[src/rtl/dsp48a1_mac_sequencer_if.sv]
// Stream, slice and result signals between host logic, the MAC sequencer and one DSP48A1 slice.
// The master side is the host/slice environment; the slave side is the sequencer.
interface dsp48a1_mac_sequencer_if #(
  parameter int WIDTH_AB = 18,
  parameter int CNT_W    = 10
);
  logic                       start;
  logic [CNT_W-1:0]           len;
  logic                       busy;
  logic                       op_valid;
  logic                       op_ready;
  logic signed [WIDTH_AB-1:0] a_in;
  logic signed [WIDTH_AB-1:0] b_in;
  logic signed [WIDTH_AB-1:0] dsp_a;
  logic signed [WIDTH_AB-1:0] dsp_b;
  logic [7:0]                 dsp_opmode;
  logic                       dsp_ce_ab;
  logic                       dsp_ce_p;
  logic [47:0]                dsp_p;
  logic                       res_valid;
  logic                       res_ready;
  logic [47:0]                res_data;

  modport master (
    output start, len, op_valid, a_in, b_in, dsp_p, res_ready,
    input  busy, op_ready, dsp_a, dsp_b, dsp_opmode, dsp_ce_ab, dsp_ce_p, res_valid, res_data
  );

  modport slave (
    input  start, len, op_valid, a_in, b_in, dsp_p, res_ready,
    output busy, op_ready, dsp_a, dsp_b, dsp_opmode, dsp_ce_ab, dsp_ce_p, res_valid, res_data
  );
endinterface

[src/rtl/dsp48a1_mac_sequencer.sv]
// Job controller for a DSP48A1 MAC: result valid PIPE_LAT edges after the last accept;
// operands stall via op_ready outside FEED, result holds until res_ready.
module dsp48a1_mac_sequencer #(
  parameter int         WIDTH_AB  = 18,
  parameter int         CNT_W     = 10,
  parameter int         PIPE_LAT  = 3,
  parameter logic [7:0] OPM_FIRST = 8'h01,
  parameter logic [7:0] OPM_ACC   = 8'h09
) (
  input logic                   clk,
  input logic                   rst,
  dsp48a1_mac_sequencer_if.slave bus
);
  localparam int TAG_D = PIPE_LAT - 1;

  typedef enum logic [1:0] {IDLE, FEED, DRAIN, RESULT} state_t;

  typedef struct packed {
    logic vld;
    logic first;
    logic last;
  } tag_t;

  state_t            state_q;
  tag_t [TAG_D-1:0]  tag_q;
  logic [CNT_W-1:0]  rem_q;
  logic              first_q;
  logic              p_done_q;
  logic              busy_q;
  logic              op_ready_q;
  logic              res_valid_q;
  logic [47:0]       res_data_q;

  logic accept;
  tag_t tag_d;
  tag_t tag_fin;

  assign accept  = bus.op_valid & op_ready_q;
  assign tag_fin = tag_q[TAG_D-1];

  always_comb begin
    tag_d       = '0;
    tag_d.vld   = accept;
    tag_d.first = accept & first_q;
    tag_d.last  = accept & (rem_q == CNT_W'(1));
  end

  // p_done_q trails the final tag stage by one edge so res_data samples P after its capture.
  always_ff @(posedge clk or posedge rst) begin
    if (rst) begin
      state_q     <= IDLE;
      tag_q       <= '0;
      rem_q       <= '0;
      first_q     <= 1'b0;
      p_done_q    <= 1'b0;
      busy_q      <= 1'b0;
      op_ready_q  <= 1'b0;
      res_valid_q <= 1'b0;
      res_data_q  <= '0;
    end else begin
      tag_q[0] <= tag_d;
      for (int i = 1; i < TAG_D; i++) tag_q[i] <= tag_q[i-1];
      p_done_q <= tag_fin.vld & tag_fin.last;

      case (state_q)
        IDLE: begin
          if (bus.start) begin
            busy_q <= 1'b1;
            if (bus.len != '0) begin
              rem_q      <= bus.len;
              first_q    <= 1'b1;
              op_ready_q <= 1'b1;
              state_q    <= FEED;
            end else begin
              res_data_q  <= '0;
              res_valid_q <= 1'b1;
              state_q     <= RESULT;
            end
          end
        end
        FEED: begin
          if (accept) begin
            rem_q   <= rem_q - CNT_W'(1);
            first_q <= 1'b0;
            if (rem_q == CNT_W'(1)) begin
              op_ready_q <= 1'b0;
              state_q    <= DRAIN;
            end
          end
        end
        DRAIN: begin
          if (p_done_q) begin
            res_data_q  <= bus.dsp_p;
            res_valid_q <= 1'b1;
            state_q     <= RESULT;
          end
        end
        RESULT: begin
          if (bus.res_ready) begin
            res_valid_q <= 1'b0;
            busy_q      <= 1'b0;
            state_q     <= IDLE;
          end
        end
        default: state_q <= IDLE;
      endcase
    end
  end

  assign bus.dsp_a      = bus.a_in[WIDTH_AB-1:0];
  assign bus.dsp_b      = bus.b_in[WIDTH_AB-1:0];
  assign bus.dsp_ce_ab  = 1'b1;
  assign bus.dsp_ce_p   = tag_fin.vld;
  // Idle stages present OPM_FIRST so the output matches its reset value; P is not enabled then.
  assign bus.dsp_opmode = (tag_fin.vld & ~tag_fin.first) ? OPM_ACC : OPM_FIRST;
  assign bus.busy       = busy_q;
  assign bus.op_ready   = op_ready_q;
  assign bus.res_valid  = res_valid_q;
  assign bus.res_data   = res_data_q;
endmodule

[src/flat_wrapper.sv]
// flat-port wrapper written by rule: the top's interface ports become plain ports
module dsp48a1_mac_sequencer_flat 
#(
  parameter int         WIDTH_AB  = 18,
  parameter int         CNT_W     = 10,
  parameter int         PIPE_LAT  = 3,
  parameter logic [7:0] OPM_FIRST = 8'h01,
  parameter logic [7:0] OPM_ACC   = 8'h09
)
  (clk, rst, bus_start, bus_len, bus_op_valid, bus_a_in, bus_b_in, bus_dsp_p, bus_res_ready, bus_busy, bus_op_ready, bus_dsp_a, bus_dsp_b, bus_dsp_opmode, bus_dsp_ce_ab, bus_dsp_ce_p, bus_res_valid, bus_res_data);
  dsp48a1_mac_sequencer_if #(.WIDTH_AB(WIDTH_AB), .CNT_W(CNT_W)) bus_i ();
  input logic clk;
  input logic rst;
  input wire logic [$bits(bus_i.start)-1:0] bus_start;
  input wire logic [$bits(bus_i.len)-1:0] bus_len;
  input wire logic [$bits(bus_i.op_valid)-1:0] bus_op_valid;
  input wire logic [$bits(bus_i.a_in)-1:0] bus_a_in;
  input wire logic [$bits(bus_i.b_in)-1:0] bus_b_in;
  input wire logic [$bits(bus_i.dsp_p)-1:0] bus_dsp_p;
  input wire logic [$bits(bus_i.res_ready)-1:0] bus_res_ready;
  output wire logic [$bits(bus_i.busy)-1:0] bus_busy;
  output wire logic [$bits(bus_i.op_ready)-1:0] bus_op_ready;
  output wire logic [$bits(bus_i.dsp_a)-1:0] bus_dsp_a;
  output wire logic [$bits(bus_i.dsp_b)-1:0] bus_dsp_b;
  output wire logic [$bits(bus_i.dsp_opmode)-1:0] bus_dsp_opmode;
  output wire logic [$bits(bus_i.dsp_ce_ab)-1:0] bus_dsp_ce_ab;
  output wire logic [$bits(bus_i.dsp_ce_p)-1:0] bus_dsp_ce_p;
  output wire logic [$bits(bus_i.res_valid)-1:0] bus_res_valid;
  output wire logic [$bits(bus_i.res_data)-1:0] bus_res_data;
  assign bus_i.start = bus_start;
  assign bus_i.len = bus_len;
  assign bus_i.op_valid = bus_op_valid;
  assign bus_i.a_in = bus_a_in;
  assign bus_i.b_in = bus_b_in;
  assign bus_i.dsp_p = bus_dsp_p;
  assign bus_i.res_ready = bus_res_ready;
  assign bus_busy = bus_i.busy;
  assign bus_op_ready = bus_i.op_ready;
  assign bus_dsp_a = bus_i.dsp_a;
  assign bus_dsp_b = bus_i.dsp_b;
  assign bus_dsp_opmode = bus_i.dsp_opmode;
  assign bus_dsp_ce_ab = bus_i.dsp_ce_ab;
  assign bus_dsp_ce_p = bus_i.dsp_ce_p;
  assign bus_res_valid = bus_i.res_valid;
  assign bus_res_data = bus_i.res_data;
  dsp48a1_mac_sequencer #(.WIDTH_AB(WIDTH_AB), .CNT_W(CNT_W), .PIPE_LAT(PIPE_LAT), .OPM_FIRST(OPM_FIRST), .OPM_ACC(OPM_ACC)) u_core (.clk(clk), .rst(rst), .bus(bus_i));
endmodule
[config.mk]
export PLATFORM = sky130hd
export DESIGN_NAME = dsp48a1_mac_sequencer_flat
export DESIGN_NICKNAME = d
export VERILOG_FILES = /design/src/rtl/dsp48a1_mac_sequencer_if.sv /design/src/rtl/dsp48a1_mac_sequencer.sv /design/src/flat_wrapper.sv
export SDC_FILE = /design/constraint.sdc
export NUM_CORES = 1
export LEC_CHECK = 0
export BUFFER_PORTS_ARGS = -buffer_cell sky130_fd_sc_hd__clkbuf_2
export CAP_MARGIN = 0
export CORE_UTILIZATION = 40
export CTS_BUF_LIST = sky130_fd_sc_hd__clkbuf_4 sky130_fd_sc_hd__clkbuf_8 sky130_fd_sc_hd__clkbuf_16
export DETAILED_ROUTE_END_ITERATION = 7
export GPL_ROUTABILITY_DRIVEN = 0
export PLACE_DENSITY = 0.81
export SYNTH_ARGS = -nofsm -noshare
export SYNTH_HDL_FRONTEND = slang
export SYNTH_SLANG_ARGS = --single-unit
export TNS_END_PERCENT = 20
[constraint.sdc]
create_clock -name clk -period 2.9 [get_ports clk]
set_clock_uncertainty 0.15 [all_clocks]
set_input_delay 0.87 -clock clk [delete_from_list [all_inputs] [get_ports clk]]
set_output_delay 0.87 -clock clk [all_outputs]
set_load 0.1 [all_outputs]
# After elaboration in Yosys (flattened, before gate mapping)
# Cells that the tools add are included.
# op_classes
addsub,1
eq_ne,11
n_mux,30
bitwise,6
reduce_logical,12
# op_table
op,n
$mux W48,3
$pmux W48 S2,1
$mux W10,3
$pmux W10 S2,1
$reduce_and A5 Y1,3
$mux W2,6
$eq A10 B1 Y1 const B,1
$mux W1,10
$reduce_bool A10 Y1,1
$sub A10 B1 Y10 const B,1
$ne A2 B1 Y1 const B,4
$pmux W2 S4,1
$reduce_and A4 Y1,2
$ne A2 B2 Y1 const B,3
$pmux W1 S2,3
$reduce_bool A2 Y1,3
$and A1 B1 Y1,5
$eq A2 B2 Y1 const B,2
$mux W4,1
$pmux W1 S3,1
$reduce_and A3 Y1,1
$reduce_bool A3 Y1,1
$eq A2 B1 Y1 const B,1
$logic_not A2 Y1,1
$not A1 Y1,1
# word_totals
out_inout_bits,97
input_bits,99
elab_cells,74
reg_bits,71

# Logic depth before layout (Yosys ltp)
# Gate-level depths: netlist of run 1.
# depth
ltp_word,4
depth_mapped,7
ltp_nobuf,6

# Worst setup path before layout of run 1
# OpenSTA, ideal clock, no wires.
# synth_timing
kind,flip-flop to output port
from,register u_core.tag_q (netlist bit u_core.bus.dsp_ce_p)
to,output port bus_dsp_opmode[3]
slack_ns,-0.476
required_ns,1.880
path_buffers,0
t_arrival_ns,2.356
path_stages_with_launch,2
cell_sequence,dfrtp_1 nor2b_1
# synth_via
elab_chain_len,2
# synth_rtl
element,line_no,source
"start, declared",dsp48a1_mac_sequencer.sv:25,tag_t [TAG_D-1:0] tag_q;
$and A1 B1 Y1,dsp48a1_mac_sequencer.sv:115,assign bus.dsp_opmode = (tag_fin.vld & ~tag_fin.first) ? OPM_ACC : OPM_FIRST;
$mux W4,dsp48a1_mac_sequencer.sv:115,
"end, declared",flat_wrapper.sv:25,output wire logic [$bits(bus_i.dsp_opmode)-1:0] bus_dsp_opmode;
# No other way between the ends.

# Worst setup path after layout of run 1
# layout_timing
from,input port bus_len[3]
to,register u_core.res_data_q[41] (netlist: u_core.bus.res_data[41])
# layout_via
elab_chain_len,3
# layout_rtl
element,line_no,source
"start, declared",flat_wrapper.sv:15,input wire logic [$bits(bus_i.len)-1:0] bus_len;
$reduce_bool A10 Y1,dsp48a1_mac_sequencer.sv:69,if (bus.len != '0) begin
$ne A2 B2 Y1 (no line),--,
$reduce_and A4 Y1 (no line),--,
"end signal, assigned",dsp48a1_mac_sequencer.sv:93,res_data_q <= bus.dsp_p;
"end, declared",dsp48a1_mac_sequencer.sv:32,logic [47:0] res_data_q;
# No other way between the ends.
# A chain may end at the register's enable or synchronous reset.

==> results of run 1 <==
==> state kept, by name (all words and copies together) (netlist names) <==
name	count
u_core.first_q	1
u_core.rem_q	10
u_core.tag_fin	2
u_core.p_done_q	1
u_core.bus.dsp_ce_p	1
u_core.state_q	2
u_core.bus.res_data	48
u_core.bus.busy	1
u_core.tag_q	3
u_core.bus.op_ready	1
u_core.bus.res_valid	1
==> power by group <==
| part | leakage, nW | internal [W] | switching, W | total [W] |
|---|---|---|---|---|
| Combinational | 0.994 | 0.0000813 | 0.000367 | 0.000448 |
| Sequential | 0.844 | 0.00102 | 0.0000202 | 0.00104 |
| Clock | 0.0956 | 0.000399 | 0.000384 | 0.000783 |
==> stage by stage <==
| stage | cell area, µm² | instances | total power [W] | hold slack (ns) |
|---|---|---|---|---|
| after floorplan | 3416 | 297 | 0.001650 | 0.1812 |
| after global placement | 3836 | 468 | 0.001508 | 0.1817 |
| after detailed placement | 3836 | 468 | 0.001513 | 0.1855 |
| after CTS | 4033 | 484 | 0.002307 | 0.1931 |
| after global routing | 4033 | 484 | 0.002370 | 0.1977 |
| final | 4033 | 484 | 0.002274 | 0.1968 |
==> synth_stat cells, types with 2 or more instances <==
cell type,number,share of area [%]
nor4_2,2,0.74
nor4_1,3,0.55
clkbuf_1,8,0.89
nand3_1,2,0.30
and4_1,2,0.52
nor2_1,8,0.89
nor2b_1,2,0.37
or2_2,2,0.37
a21boi_0,2,0.44
and2_1,2,0.37
a31oi_1,3,0.55
a211o_1,2,0.52
buf_6,2,0.67
a311o_1,2,0.59
buf_4,44,9.8
or4_1,3,0.67
ha_1,6,2.2
inv_1,13,1.4
mux2i_1,2,0.59
conb_1,2,0.22
nand2_1,5,0.55
o2bb2ai_1,3,0.78
a22oi_1,4,0.89
buf_2,4,0.59
o21ai_0,8,1.2
nor3_1,2,0.30
a21oi_1,6,0.89
a22o_1,49,13
mux2_2,2,0.67
o211ai_1,6,1.3
dfrtp_1,71,52
o221ai_1,3,0.78
==> placed cells by master, fill, tap and decap left out, drive strengths merged, types with 8 or more instances in the layout <==
master	instances
o21ai	8
inv	14
nor2	8
clkbuf	124
conb	8
buf	9
a22o	49
dfrtp	71
==> cell families (layout without fill, tap and decap cells) <==
kind of cell | count (synthesis) | count (layout) | share of synthesized area (%)
other cells | 2 | 8 | 0.2218
fa+ha+maj | 6 | 6 | 2.217
compound gates | 97 | 97 | 23.06
buf+inv | 72 | 154 | 13.45
flops | 71 | 71 | 52.48
simple gates | 39 | 39 | 7.317
mux | 4 | 4 | 1.256
==> worst paths after layout <==
| check | startpoint | endpoint | slack, ns | depth (start not counted) |
|---|---|---|---|---|
| worst min-delay path | u_core.tag_q[1] | u_core.tag_fin[1] | 0.20 | 0 |
| worst max register to register | u_core.state_q[1] | u_core.rem_q[6] | 0.60 | 7 |
| min in group asynchronous | rst | u_core.bus.res_data[35] | 0.47 | 2 |
| worst min register to register | u_core.tag_q[1] | u_core.tag_fin[1] | 0.20 | 0 |
| worst max-delay path | bus_len[3] | u_core.bus.res_data[41] | 0.55 | 6 |
| max in group asynchronous | rst | u_core.bus.res_data[34] | 1.45 | 3 |
==> layer usage <==
metal	global-route usage [%]	vias up	wire length (µm)	share of wire (%)
li1	-	1197	-	-
met1	21.48	1250	3288	42
met2	27.98	135	3767	48
met3	4.773	21	666	8.5
met4	6.410	0	107	1.4
met5	0	-	0	0
==> final cells by class <==
class,instances,area share [%]
Multi-Input combinational cell,154,29.63
Sequential cell,71,44.06
Clock buffer,9,3.072
Timing Repair Buffer,124,16.88
Tap cell,105,3.258
Inverter,14,1.303
Clock inverter,7,1.800
==> critical path, delay by kind of cell <==
kind | cells | cell delay [ns]
AOI/OAI and AO/OA | 2 | 0.63
buffers and inverters | 2 | 0.28
and+or+nand+nor | 2 | 0.60
==> results.yml, run 1 <==
routing:
  drcViolationCount: 0
  drt-total-wl_mm: 7.830
  postRouteAntennaNets: 0
  wl_per_cell_um: 16.18
  drt_iter0_drc: 162
  dr.pass1.iters: 4
  viasPerCell: 5.378
  vias: 2603
cells_and_area:
  regArea_um2: 1777
  drive_above_1_share_pct: 40.37
  multi_input_area_um2: 1195
  antenna_cells: 0
  nNetsFinal: 479
  fill_cells: 747
  area_growth_pct: 19.11
  final_util_pct: 49.08
logic_synthesis:
  synthFlopType: "dfrtp_1"
  ys_seq_area_share_pct: 52.48
  yosys_warnings: 0
  netlist_area_um2: 3386
  synth_edf_count: 0
  syn_area_per_cell_um2: 11.63
  ys_async_sr_fraction_pct: 100.0
  synth_cells: 291
  synth-seq-cells: 71
  synth_cell_types: 48
die:
  die_w_um: 94
  die_h_um: 94
  core_area_um2: 8217
  io_pins: 196
  num_rows: 33
  start_util_pct: 41.21
  die_area_um2: 8836
setup_path:
  required_ns: 2.96
  slowest_stage: "nor4_2"
  end_kind: "flip-flop"
  cp.arrival_ns: 2.41
  path_max_fanout: 44
  crit_path_cell_trace: "clkbuf_2 > nor4_2 > nand4_1 > a211o_1 > buf_12 > a22o_1"
  slowest_delay_ns: 0.43
  cp-start-kind: "input port"
  path_class: "in -> reg"
place:
  place_ws_ns: 0.2490
  port-buffer-count: 115
  place_hpwl_mm: 5.625
pwr:
  irDropWorstVdd_mv: 0.2068
  p_per_area_nw_per_um2: 564.0
  p_leak_nw: 1.934
global_routing:
  antenna_found_initial: 0
  grt_overflow_total: 0
  track_usage_pct: 17.12
  grt_first_pass_wirelength_mm: 11.67
  grt_max_degree: 46
  grt_pass1_vias: 2389
clocking:
  root_buffer: "clkbuf_8"
  cts_hold_buf: 0
  cts.sink_count: 71
  cts_resized: 0
  cts_tree: "done"
  post-cts-setup-buffers: 0
  insertion_delay_ns: 0.33
  path_clk_slew_ns: 0.08
  cts.path.max_buffers: 2
  cts_buffers: 9
  cts_max_level: 3
timing:
  tightest_slew_ns: 0.6927
  layout_setup_ws_ns: 0.5496
  finalCritPeriodShare_pct: 81.05
  setup_tns_ns: 0
  rsz0062_at_grt: "no"
  finalSetupViolations: 0
  finalHoldViolCount: 0
  max_clock_freq_ghz: 0.4255
  drv_slew: 0
  fin_crit_ns: 2.350
  relSlewSlack_pct: 53.75
flow_run:
  cap_violations: 0
status:
  outcome: "complete, no violations"
min_path:
  hold_class: "reg -> reg"
Power figures use the tool's default switching activity.
==> run 2, diff against run 1 <==
--- a/config.mk
+++ b/config.mk
@@ -7,11 +7,11 @@
 export LEC_CHECK = 0
 export BUFFER_PORTS_ARGS = -buffer_cell sky130_fd_sc_hd__clkbuf_2
 export CAP_MARGIN = 0
-export CORE_UTILIZATION = 40
+export CORE_UTILIZATION = 44
 export CTS_BUF_LIST = sky130_fd_sc_hd__clkbuf_4 sky130_fd_sc_hd__clkbuf_8 sky130_fd_sc_hd__clkbuf_16
 export DETAILED_ROUTE_END_ITERATION = 7
 export GPL_ROUTABILITY_DRIVEN = 0
-export PLACE_DENSITY = 0.81
+export PLACE_DENSITY = 0.84
 export SYNTH_ARGS = -nofsm -noshare
 export SYNTH_HDL_FRONTEND = slang
 export SYNTH_SLANG_ARGS = --single-unit
==> constraint.sdc (replaced) <==
create_clock -name clk -period 2.45 [get_ports clk]
set_clock_uncertainty 0.15 [all_clocks]
set_input_delay 0.735 -clock clk [delete_from_list [all_inputs] [get_ports clk]]
set_output_delay 0.735 -clock clk [all_outputs]
set_load 0.1 [all_outputs]
==> run 2 against run 1 <==
Die area down 8.9%. Clock-buffer cell count did not move. Utilization up 7.1 points. Global-route usage increased by 3.3 points. Total power up 27%. Sequential cell count unchanged. Design area grew 2.2%. Worst setup slack worse by 0.38 ns. First-iteration DRC count down 20%. Combinational power increased by 18%. Critical path type is now reg -> reg.
==> results.yml, run 2 (same netlist as run 1, synthesis figures left out) <==
timing:
  finalCritPeriodShare_pct: 92.99
  tightest_slew_ns: 0.5751
  fin_crit_ns: 2.278
  holdWs_ns: 0.2055
  relSlewSlack_pct: 61.82
  drv_slew: 0
  setup_tns_ns: 0
  finalSetupViolations: 0
  rsz0062_at_grt: "no"
  max_clock_freq_ghz: 0.4389
  finalHoldViolCount: 0
routing:
  viasPerCell: 5.533
  wl_per_cell_um: 16.27
  postRouteAntennaNets: 0
  drcViolationCount: 0
  vias: 2678
  dr.pass1.iters: 4
  drt_iter0_drc: 130
  drt-total-wl_mm: 7.875
setup_path:
  crit_end: "u_core.state_q[1]"
  rr_worst_depth: 4
  path_class: "reg -> reg"
  r2r-start: "u_core.rem_q[6]"
  cp-start-kind: "flip-flop"
  path_buf_inv: 0
  cp.arrival_ns: 2.34
  r2r_slack_ns: 0.17
  critical_path.top_delay_family: "simple AND/OR/NAND/NOR gates"
  required_ns: 2.52
  crit_path_cell_trace: "or4_1 > nor4_4 > o221a_2 > mux2_2"
  path_depth: 4
  reg2reg_to: "u_core.state_q[1]"
  slowest_stage: "or4_1"
  path_max_fanout: 6
  crit_start: "u_core.rem_q[6]"
  end_kind: "flip-flop"
  slowest_delay_ns: 0.61
die:
  core_area_um2: 7331
  die_w_um: 89.72
  num_rows: 31
  die_area_um2: 8050
  start_util_pct: 46.19
  io_pins: 196
  die_h_um: 89.72
global_routing:
  antenna_found_initial: 0
  grt_max_degree: 72
  track_usage_pct: 20.42
  grt_pass1_vias: 2584
  grt_overflow_total: 0
  grt_first_pass_wirelength_mm: 13.12
clocking:
  cts.sink_count: 71
  insertion_delay_ns: 0.34
  cts_buffers: 9
  cts_resized: 0
  path_clk_slew_ns: 0.08
  cts_max_level: 3
  cts.path.max_buffers: 2
  post-cts-setup-buffers: 0
  cts_hold_buf: 0
  root_buffer: "clkbuf_8"
  cts_tree: "done"
pwr:
  p_leak_nw: 1.984
  irDropWorstVdd_mv: 0.3727
  p_per_area_nw_per_um2: 702.7
  power_w: 0.002896
cells_and_area:
  largest_reg_flops: 48
  nNetsFinal: 485
  drive_above_1_share_pct: 41.30
  final_util_pct: 56.22
  stdcell_count: 484
  fill_cells: 634
  layout_common_cells: "clkbuf_2, dfrtp_1, a22o_1"
  final_common_cell: "clkbuf_2"
  antenna_cells: 0
  area_growth_pct: 21.73
status:
  outcome: "complete, no violations"
min_path:
  hold_class: "reg -> reg"
place:
  port-buffer-count: 115
  place_hpwl_mm: 5.601
  dp.cells: 468
flow_run:
  cap_violations: 0
[run 2: power by group]
group,switching (W),internal (W),leakage [nW],total [W]
registers,0.0000237,0.00121,0.844,0.00124
logic,0.000432,0.0000975,1.02,0.000530
clock network,0.000451,0.000680,0.120,0.00113
total,0.000908,0.00199,1.98,0.00290
[run 2: cell type report]
cell class	count	area (µm²)	share of cell area, %
Clock inverter	7	120.1	2.914
Inverter	14	56.30	1.366
Sequential cell	71	1777	43.11
Multi-Input combinational cell	154	1195	28.99
Clock buffer	9	123.9	3.005
Tap cell	99	123.9	3.005
Timing Repair Buffer	130	725.7	17.61
[run 2: through the flow]
| step | worst slack (ns) | instance area, µm² |
|---|---|---|
| floorplan | -0.02389 | 3420 |
| global route | 0.09991 | 4121 |
| CTS | 0.1926 | 4121 |
| global placement | 0.05111 | 3877 |
| detailed placement | 0.02841 | 3877 |
| finish | 0.1717 | 4121 |
[run 2: how the worst min path moves through the flow]
| stage | startpoint | endpoint | cells after the start |
|---|---|---|---|
| 2_1_floorplan | u_core.tag_q[2] | u_core.bus.dsp_ce_p | 0 |
| 3_3_place_gp | u_core.tag_q[0] | u_core.tag_fin[0] | 0 |
| 3_5_place_dp | u_core.tag_q[1] | u_core.tag_fin[1] | 0 |
| 4_1_cts | u_core.tag_q[2] | u_core.bus.dsp_ce_p | 0 |
| 5_1_grt | u_core.tag_q[2] | u_core.bus.dsp_ce_p | 0 |
| 6_report | u_core.tag_q[2] | u_core.bus.dsp_ce_p | 0 |
[run 2: worst reg2reg max path, delay by kind of cell (launching register included)]
family,cells,cell delay [ns]
muxes,1,0.33
DFF,1,0.43
and+or+nand+nor,2,0.96
AOI/OAI and AO/OA,1,0.28
[run 2: layer usage]
| metal | track usage, % | share of wire, % | vias up |
|---|---|---|---|
| li1 | - | - | 1212 |
| met1 | 27.80 | 44 | 1297 |
| met2 | 30.19 | 45 | 141 |
| met3 | 4.907 | 7.4 | 28 |
| met4 | 10.79 | 3.0 | 0 |
| met5 | 0 | 0 | - |
